File: src/rtl/coeff_seq_ctrl.sv
// rtl/coeff_seq_ctrl.sv - coefficient FIFO load/replay sequencer with aligned index/last tags
module coeff_seq_ctrl #(
   parameter int                   RAM_WIDTH  = 32,
   parameter int                   ADDR_LINES = 12,
   parameter logic [RAM_WIDTH-1:0] START_WORD = 32'h7F900000,
   parameter int                   RD_LATENCY = 2
) (
   input  logic                  clk_i,
   input  logic                  rst_i,
   input  logic                  s_coeff_valid_i,
   input  logic [RAM_WIDTH-1:0]  s_coeff_data_i,
   output logic                  s_coeff_ready_o,
   output logic                  fifo_wr_en_o,
   output logic [RAM_WIDTH-1:0]  fifo_data_o,
   input  logic                  fifo_full_i,
   output logic                  fifo_rd_en_o,
   output logic                  fifo_redo_o,
   output logic                  fifo_clr_o,
   input  logic                  eval_req_i,
   output logic                  eval_busy_o,
   output logic                  eval_done_o,
   input  logic                  clear_i,
   output logic                  coeff_valid_o,
   output logic [ADDR_LINES-1:0] coeff_idx_o,
   output logic                  coeff_last_o,
   output logic [ADDR_LINES:0]   ncoeff_o,
   output logic                  err_o
);

   typedef enum logic [2:0] {
      S_IDLE,
      S_LOAD,
      S_READY,
      S_EVAL,
      S_REWIND,
      S_ERROR
   } state_t;

   localparam logic [7:0] DRAIN_LAST = 8'(RD_LATENCY - 1);

   state_t                state_q, state_d;
   logic [ADDR_LINES:0]   ncoeff_q, ncoeff_d;
   logic [ADDR_LINES-1:0] rc_q, rc_d;
   logic [7:0]            drain_q, drain_d;
   logic                  err_q, err_d;
   logic                  done_q, done_d;

   logic                  is_start;
   logic                  last_rd;
   logic                  ready;
   logic                  wr_en;
   logic                  rd_en;
   logic                  redo;
   logic                  clr;

   logic [RD_LATENCY-1:0] vld_pipe_q;
   logic [RD_LATENCY-1:0] last_pipe_q;
   logic [ADDR_LINES-1:0] idx_pipe_q [RD_LATENCY];

   assign is_start = (s_coeff_data_i == START_WORD);
   // rc is compared one bit wider so a full set of 2^ADDR_LINES words still terminates
   assign last_rd  = ({1'b0, rc_q} == (ncoeff_q - 1'b1));

   // State and bookkeeping registers
   always_ff @(posedge clk_i) begin
      if (rst_i) begin
         state_q  <= S_IDLE;
         ncoeff_q <= '0;
         rc_q     <= '0;
         drain_q  <= '0;
         err_q    <= 1'b0;
         done_q   <= 1'b0;
      end else begin
         state_q  <= state_d;
         ncoeff_q <= ncoeff_d;
         rc_q     <= rc_d;
         drain_q  <= drain_d;
         err_q    <= err_d;
         done_q   <= done_d;
      end
   end

   // Next-state and FIFO control decode; clear beats any same-cycle handshake
   always_comb begin
      state_d  = state_q;
      ncoeff_d = ncoeff_q;
      rc_d     = rc_q;
      drain_d  = drain_q;
      err_d    = err_q;
      done_d   = 1'b0;
      ready    = 1'b0;
      wr_en    = 1'b0;
      rd_en    = 1'b0;
      redo     = 1'b0;
      clr      = 1'b0;
      case (state_q)
         S_IDLE, S_LOAD: begin
            if (clear_i) begin
               clr      = 1'b1;
               state_d  = S_IDLE;
               ncoeff_d = '0;
               err_d    = 1'b0;
            end else begin
               ready = ~fifo_full_i | is_start;
               if (s_coeff_valid_i && ready) begin
                  if (is_start) begin
                     if (state_q == S_IDLE) begin
                        state_d = S_ERROR;
                        err_d   = 1'b1;
                     end else begin
                        state_d = S_READY;
                     end
                  end else begin
                     wr_en    = 1'b1;
                     ncoeff_d = ncoeff_q + 1'b1;
                     state_d  = S_LOAD;
                  end
               end
            end
         end
         S_READY: begin
            if (clear_i) begin
               clr      = 1'b1;
               state_d  = S_IDLE;
               ncoeff_d = '0;
               err_d    = 1'b0;
            end else if (eval_req_i) begin
               state_d = S_EVAL;
               rc_d    = '0;
            end
         end
         S_EVAL: begin
            rd_en = 1'b1;
            if (last_rd) begin
               state_d = S_REWIND;
               drain_d = '0;
            end else begin
               rc_d = rc_q + 1'b1;
            end
         end
         S_REWIND: begin
            redo = (drain_q == 8'd0);
            if (drain_q == DRAIN_LAST) begin
               state_d = S_READY;
               done_d  = 1'b1;
            end else begin
               drain_d = drain_q + 8'd1;
            end
         end
         S_ERROR: begin
            if (clear_i) begin
               clr      = 1'b1;
               state_d  = S_IDLE;
               ncoeff_d = '0;
               err_d    = 1'b0;
            end
         end
         default: state_d = S_IDLE;
      endcase
   end

   // Delay read tags by the FIFO read latency so they line up with FIFO data_o
   always_ff @(posedge clk_i) begin
      if (rst_i) begin
         vld_pipe_q  <= '0;
         last_pipe_q <= '0;
         for (int k = 0; k < RD_LATENCY; k++) begin
            idx_pipe_q[k] <= '0;
         end
      end else begin
         vld_pipe_q[0]  <= rd_en;
         last_pipe_q[0] <= rd_en & last_rd;
         idx_pipe_q[0]  <= rd_en ? rc_q : '0;
         for (int k = 1; k < RD_LATENCY; k++) begin
            vld_pipe_q[k]  <= vld_pipe_q[k-1];
            last_pipe_q[k] <= last_pipe_q[k-1];
            idx_pipe_q[k]  <= idx_pipe_q[k-1];
         end
      end
   end

   assign s_coeff_ready_o = ready;
   assign fifo_wr_en_o    = wr_en;
   assign fifo_data_o     = s_coeff_data_i;
   assign fifo_rd_en_o    = rd_en;
   assign fifo_redo_o     = redo;
   assign fifo_clr_o      = clr;
   assign eval_busy_o     = (state_q == S_EVAL) || (state_q == S_REWIND);
   assign eval_done_o     = done_q;
   assign coeff_valid_o   = vld_pipe_q[RD_LATENCY-1];
   assign coeff_last_o    = last_pipe_q[RD_LATENCY-1];
   assign coeff_idx_o     = idx_pipe_q[RD_LATENCY-1];
   assign ncoeff_o        = ncoeff_q;
   assign err_o           = err_q;

endmodule

File: config.mk
export PLATFORM = sky130hd
export DESIGN_NAME = coeff_seq_ctrl
export DESIGN_NICKNAME = d
export VERILOG_FILES = /design/src/rtl/coeff_seq_ctrl.sv
export SDC_FILE = /design/constraint.sdc
export NUM_CORES = 1
export LEC_CHECK = 0
export ABC_CLOCK_PERIOD_IN_PS = 2800
export CAP_MARGIN = 20
export CORE_ASPECT_RATIO = 2
export CORE_MARGIN = 2
export CORE_UTILIZATION = 44
export CTS_CLUSTER_DIAMETER = 100
export CTS_CLUSTER_SIZE = 40
export DETAILED_ROUTE_END_ITERATION = 16
export HOLD_SLACK_MARGIN = 0.1
export PLACE_DENSITY = 0.83
export RECOVER_POWER = 100
export SETUP_SLACK_MARGIN = 0.05
export SLEW_MARGIN = 20
export SYNTH_ARGS = -nofsm -noshare
export SYNTH_HDL_FRONTEND = slang
export SYNTH_SLANG_ARGS = --single-unit
File: constraint.sdc
create_clock -name clk_i -period 2.8 [get_ports clk_i]
set_input_delay 0.7 -clock clk_i [delete_from_list [all_inputs] [get_ports clk_i]]
set_output_delay 0.7 -clock clk_i [all_outputs]
set_load 0.1 [all_outputs]
* After elaboration in Yosys (flattened, before gate mapping)
Memory sizes are Yosys's and may differ from the RTL's.
Cells that the tools add are included.
** Word-level totals
- Register bits after elaboration :: 42
- Bits in writable memories :: 24
- Bits of input ports :: 38
- Output and inout bits :: 67
- Logic and storage cells :: 101
- Memories kept :: 1
** Operators by class
- Add/subtract/negate cells :: 4
- Equal/unequal tests :: 21
- Muxes and demuxes :: 45
- Bitwise gates (word level) :: 6
- Reduce and logical (&&, ||, !) cells :: 16
** Memory list
- idx_pipe_q :: words 2, bits a word 12, rd ports 2, clocked after memory_dff 0, write ports 2, line 58 : logic [ADDR_LINES-1:0] idx_pipe_q [RD_LATENCY];
** Operators by type and width (count)
- 12-bit two-way mux :: 6
- 13-bit two-way mux :: 4
- 32-bit by 31-bit == test with 1-bit output (second input constant) :: 1
- 3-bit two-way mux :: 9
- 13-bit case mux with 2 select lines :: 1
- 12-bit case mux with 2 select lines :: 1
- 1-bit two-way mux :: 19
- 8-bit two-way mux :: 2
- 8-bit case mux with 2 select lines :: 1
- 3-bit != test (second input constant) :: 5
- 3-bit case mux with 5 select lines :: 1
- 2-bit != test (second input constant) :: 7
- 13-bit by 1-bit adder with 13-bit output (second input constant) :: 1
- 12-bit by 13-bit == test with 1-bit output :: 1
- 13-bit by 1-bit subtractor with 13-bit output (second input constant) :: 1
- 12-bit by 1-bit adder with 12-bit output (second input constant) :: 1
- 5-bit AND reduction :: 2
- 8-bit by 1-bit adder with 8-bit output (second input constant) :: 1
- 8-bit by 1-bit == test with 1-bit output (second input constant) :: 1
- 8-bit logical NOT :: 1
- 4-bit AND reduction :: 2
- 3-bit by 2-bit == test with 1-bit output (second input constant) :: 2
- 3-bit == test (second input constant) :: 2
- 2-bit nonzero test :: 3
- 12 further kinds :: 17

* Depth between registers and ports, before layout
- Word-level depth :: 6
- Depth in mapped cells :: 12
- Depth with buffers taken out :: 9

* Least setup slack after synthesis
No wires, ideal clock.
- Path type :: reg2out
- From :: register drain_q[2]
- To :: output port fifo_redo_o
- Data arrival time :: 3.720 ns
- Required time :: 2.100 ns
- Setup slack :: -1.620 ns
- Cell stages (with the launch flop) :: 3
- Path buffers :: 0
- Cell sequence :: dfxtp_1 -> or4_1 -> nor4_1
** Between the ends
- Cells in the longest elaborated chain, start to end :: 2
** Ends and longest elaborated chain
- start: declaration :: line 44 : logic [7:0] drain_q, drain_d;
- start signal: assignment :: line 77 : drain_q <= drain_d;
- 8-bit logical NOT :: line 142 : redo = (drain_q == 8'd0);
- 1-bit two-way mux :: line 96 : case (state_q)
- end: declaration :: line 17 : output logic fifo_redo_o,
No other way between the ends.

* Final worst setup path
- From :: input port s_coeff_data_i[15]
- To :: output port fifo_wr_en_o
** Between the ends
- Cells in the longest elaborated chain, start to end :: 6
- Elaborated cells between the ends (all ways) :: 7
- Those cells by class :: eq/ne: 1; mux: 4; bitwise: 1; reduce/logical: 1
** Ends and longest elaborated chain
- start: declaration :: line 11 : input logic [RAM_WIDTH-1:0] s_coeff_data_i,
- 32-bit by 31-bit == test with 1-bit output * :: line 60 : assign is_start = (s_coeff_data_i == START_WORD);
- 1-bit bitwise OR :: line 104 : ready = ~fifo_full_i | is_start;
- 1-bit logical AND :: line 105 : if (s_coeff_valid_i && ready) begin
- 1-bit two-way mux * :: line 105
- 1-bit two-way mux * :: line 98 : if (clear_i) begin
- 1-bit two-way mux * :: line 96
- end: declaration :: line 13 : output logic fifo_wr_en_o,
Every way passes the cells marked *; elsewhere a longest branch is shown, timed or not.

==> summary.txt <==
Outcome
  • Run status: finished clean

GRT
  • Total track usage: 22.7%
  • Largest net degree at the start of global routing: 20
  • Remaining global-route overflow: 0
  • First-pass GRT wire length: 17000 um
  • Vias in the first global route: around 3.7k
  • Initial antenna violation count: 0

Place
  • Post-DP HPWL: slightly below 9000 um
  • Gpl congestion: approximately 0.85
  • Cell Count Post-Placement: roughly 660
  • IO Port Bufs: 104

Clock network
  • Clk buf depth: 2
  • Clock sinks: 66
  • CTS Buf Count: 9
  • H-tree depth: 3
  • Post-CTS Setup Repair Bufs: 0
  • CTS Hold Bufs: 0
  • Worst-path clk slew: 0.05 ns
  • Worst skew pair latency: roughly 0.33 ns
  • Root Driver: clkbuf_16
  • CTS tree: yes

Synth
  • Post-synth cell types: 55
  • Asr flop ratio synth: 0%
  • Post-synthesis sequential area ratio: a little over a third
  • Post-synth top area share: approximately a third
  • Largest area contributor in the netlist: dfxtp_1
  • Count leader, synth: dfxtp_1
  • Synthesized Nets: between 500 and 600
  • Post-synth top cells: dfxtp_1, buf_4, nor2_1
  • Top post-synthesis cells by area: dfxtp_1, buf_4, nor2_1, nand2_1, xnor2_1
  • Post-Synthesis Mean Instance Area: a little over 8 um2
  • Number of synthesized flops with an enable pin: 0
  • Ys flop type: dfxtp_1
  • Post-Syn Area: approximately 3800 um2
  • #FFs+latches synth: 66
  • Yosys warnings: 0
  • Count of mapped cells out of synthesis: 468

Drt
  • Met1 WL: 3910 um
  • Met3 WL: 430 um
  • Detail Route Antenna Nets: 0
  • Top Metal Used: met4
  • DR pass1 iterations: 6
  • Drt drc: 0
  • Via density: between 5 and 6
  • Starting DRT DRC Count: around 250
  • Routed len/inst: between 15 and 20 um
  • Vias: ~3.7k
  • WL met2: ~6400 um
  • Total wire length: between 10000 and 15000 um

Job
  • MaxCap Viol Count: 0

STA
  • Worst-Margin Slew: between 1 and 1.5 ns
  • Final hold vios: 0
  • Final setup violation count: 0
  • Fmax: between 300 and 400 MHz
  • Worst Skew: 0.00505 ns
  • Unrepaired setup endpoints after global routing: yes
  • Crit share post-route: between 90% and 100%
  • Slew Viols, Final: 0
  • Post-route minimum period: roughly 2.7 ns
  • Slew HR: 21.2%
  • Aggregate negative setup slack: 0 ns

Setup path
  • CP required: ~2.1 ns
  • Max FO, Critical Path: 3
  • WS Path Type: in2out
  • Critical Path Sink Type: output port
  • Crit start category: input port
  • CP arrival: a little over 2 ns

Final layout
  • Multi-input gate area: 2150 um2
  • Synth-to-Final Area Change: 36.2%
  • # fillers: roughly 730
  • Antenna cells: 0
  • Share of layout cells above drive strength 1: about a quarter
  • Register Area: approximately 1400 um2
  • # nets final: just over 600
  • Final cell count without fillers: about 670

Hold path
  • Worst hold path type: reg2reg

Floorplanning
  • Die W: approximately 70 um
  • # rows: 48
  • Die height: 135 um
  • # IOs: about 110
  • Initial Utilization: about 45%
  • Die area: 9440 um2
  • Core area: between 8000 and 9000 um2

Pwr
  • Pwr Density: 473 nW/um2
  • Leakage Power: roughly 2.2 nW
  • Peak VDD IR: 317 uV
kinds of logic (layout without fill, tap and decap cells):
logic type	after synthesis	count (layout)	share of synthesized area, %
AOI/OAI and AO/OA	68	68	11.9
muxes	8	8	2.11
and+or+nand+nor	206	206	28.9
DFF	66	66	34.8
adders and majority gates	6	6	1.98
buffers and inverters	85	189	13.3
xor gates and xnor gates	29	29	7.05
layout by cell type, fill, tap and decap left out, drive strengths merged, types with 14 or more instances in the layout:
master,count
dfxtp,66
clkbuf,64
buf,62
nor2,41
nand2,39
a21oi,25
dlygate4sd2,21
nand3,19
inv,18
nor2b,16
xnor2,15
nor3,15
and2,14
where the power goes:
part	leakage, nW	switching (mW)	total, mW	internal (mW)
clock network	0.136	0.420	1.05	0.627
registers	0.541	0.00823	0.944	0.936
logic	1.48	0.321	0.458	0.137
final timing paths:
kind,startpoint,endpoint,slack (ns),cells after the start
min reg2reg,idx_pipe_q[0][11],idx_pipe_q[0][23],0.43,1
max reg2reg,ncoeff_o[2],drain_q[5],0.09,7
min,idx_pipe_q[0][11],idx_pipe_q[0][23],0.43,1
max,s_coeff_data_i[15],fifo_wr_en_o,0.07,7
routing by layer:
metal / GRT usage, % / vias up
met4: 15.0 / 0
met2: 42.8 / 148
met5: 0 / -
met3: 4.32 / 48
met1: 21.8 / 1738
li1: - / 1780
state kept, by name, summed over array words and instances (netlist names):
signal	flops
idx_pipe_q	24
ncoeff_o	13
rc_q	12
drain_q	8
state_q	3
last_pipe_q	2
vld_pipe_q	2
err_o	1
eval_done_o	1
layout make-up:
type	instances	area share [%]
multi-input cells	317	41.5
clock buffers	11	4.69
repair buffers	156	23.1
well taps	100	2.42
inverters	17	1.28
clock inverters	5	0.750
flip-flops and latches	66	26.2
what timing repair did:
| item | 4_1_cts | 5_1_grt |
|---|---|---|
| setup endpoints to repair | 14 | 12 |
| pin swaps | 12 | 11 |
| gates cloned | 0 | 0 |
| gates resized for setup | 54 | 27 |
worst max-delay path: stages:
cell	delay, ns
dlygate4sd2_1	0.26
nor4_2	0.26
nand4_1	0.21
or2_4	0.31
nand2_4	0.08
nor2_4	0.05
buf_12	0.16
metrics by stage:
stage / utilization [%] / power (mW) / area, um2 / worst slack, ns / hold WS, ns
after detailed placement: 62.1 / 1.50 / 5300 / -0.560 / 0.424
final: 60.7 / 2.45 / 5170 / 0.0696 / 0.434
after global placement: 62.1 / 1.50 / 5300 / -0.411 / 0.418
after CTS: 65.6 / 2.54 / 5600 / 0.0370 / 0.437
after global routing: 60.7 / 2.52 / 5170 / 0.00591 / 0.457
after floorplan: - / 1.29 / 3890 / 0.0107 / 0.414
Power figures use the tool's default switching activity.
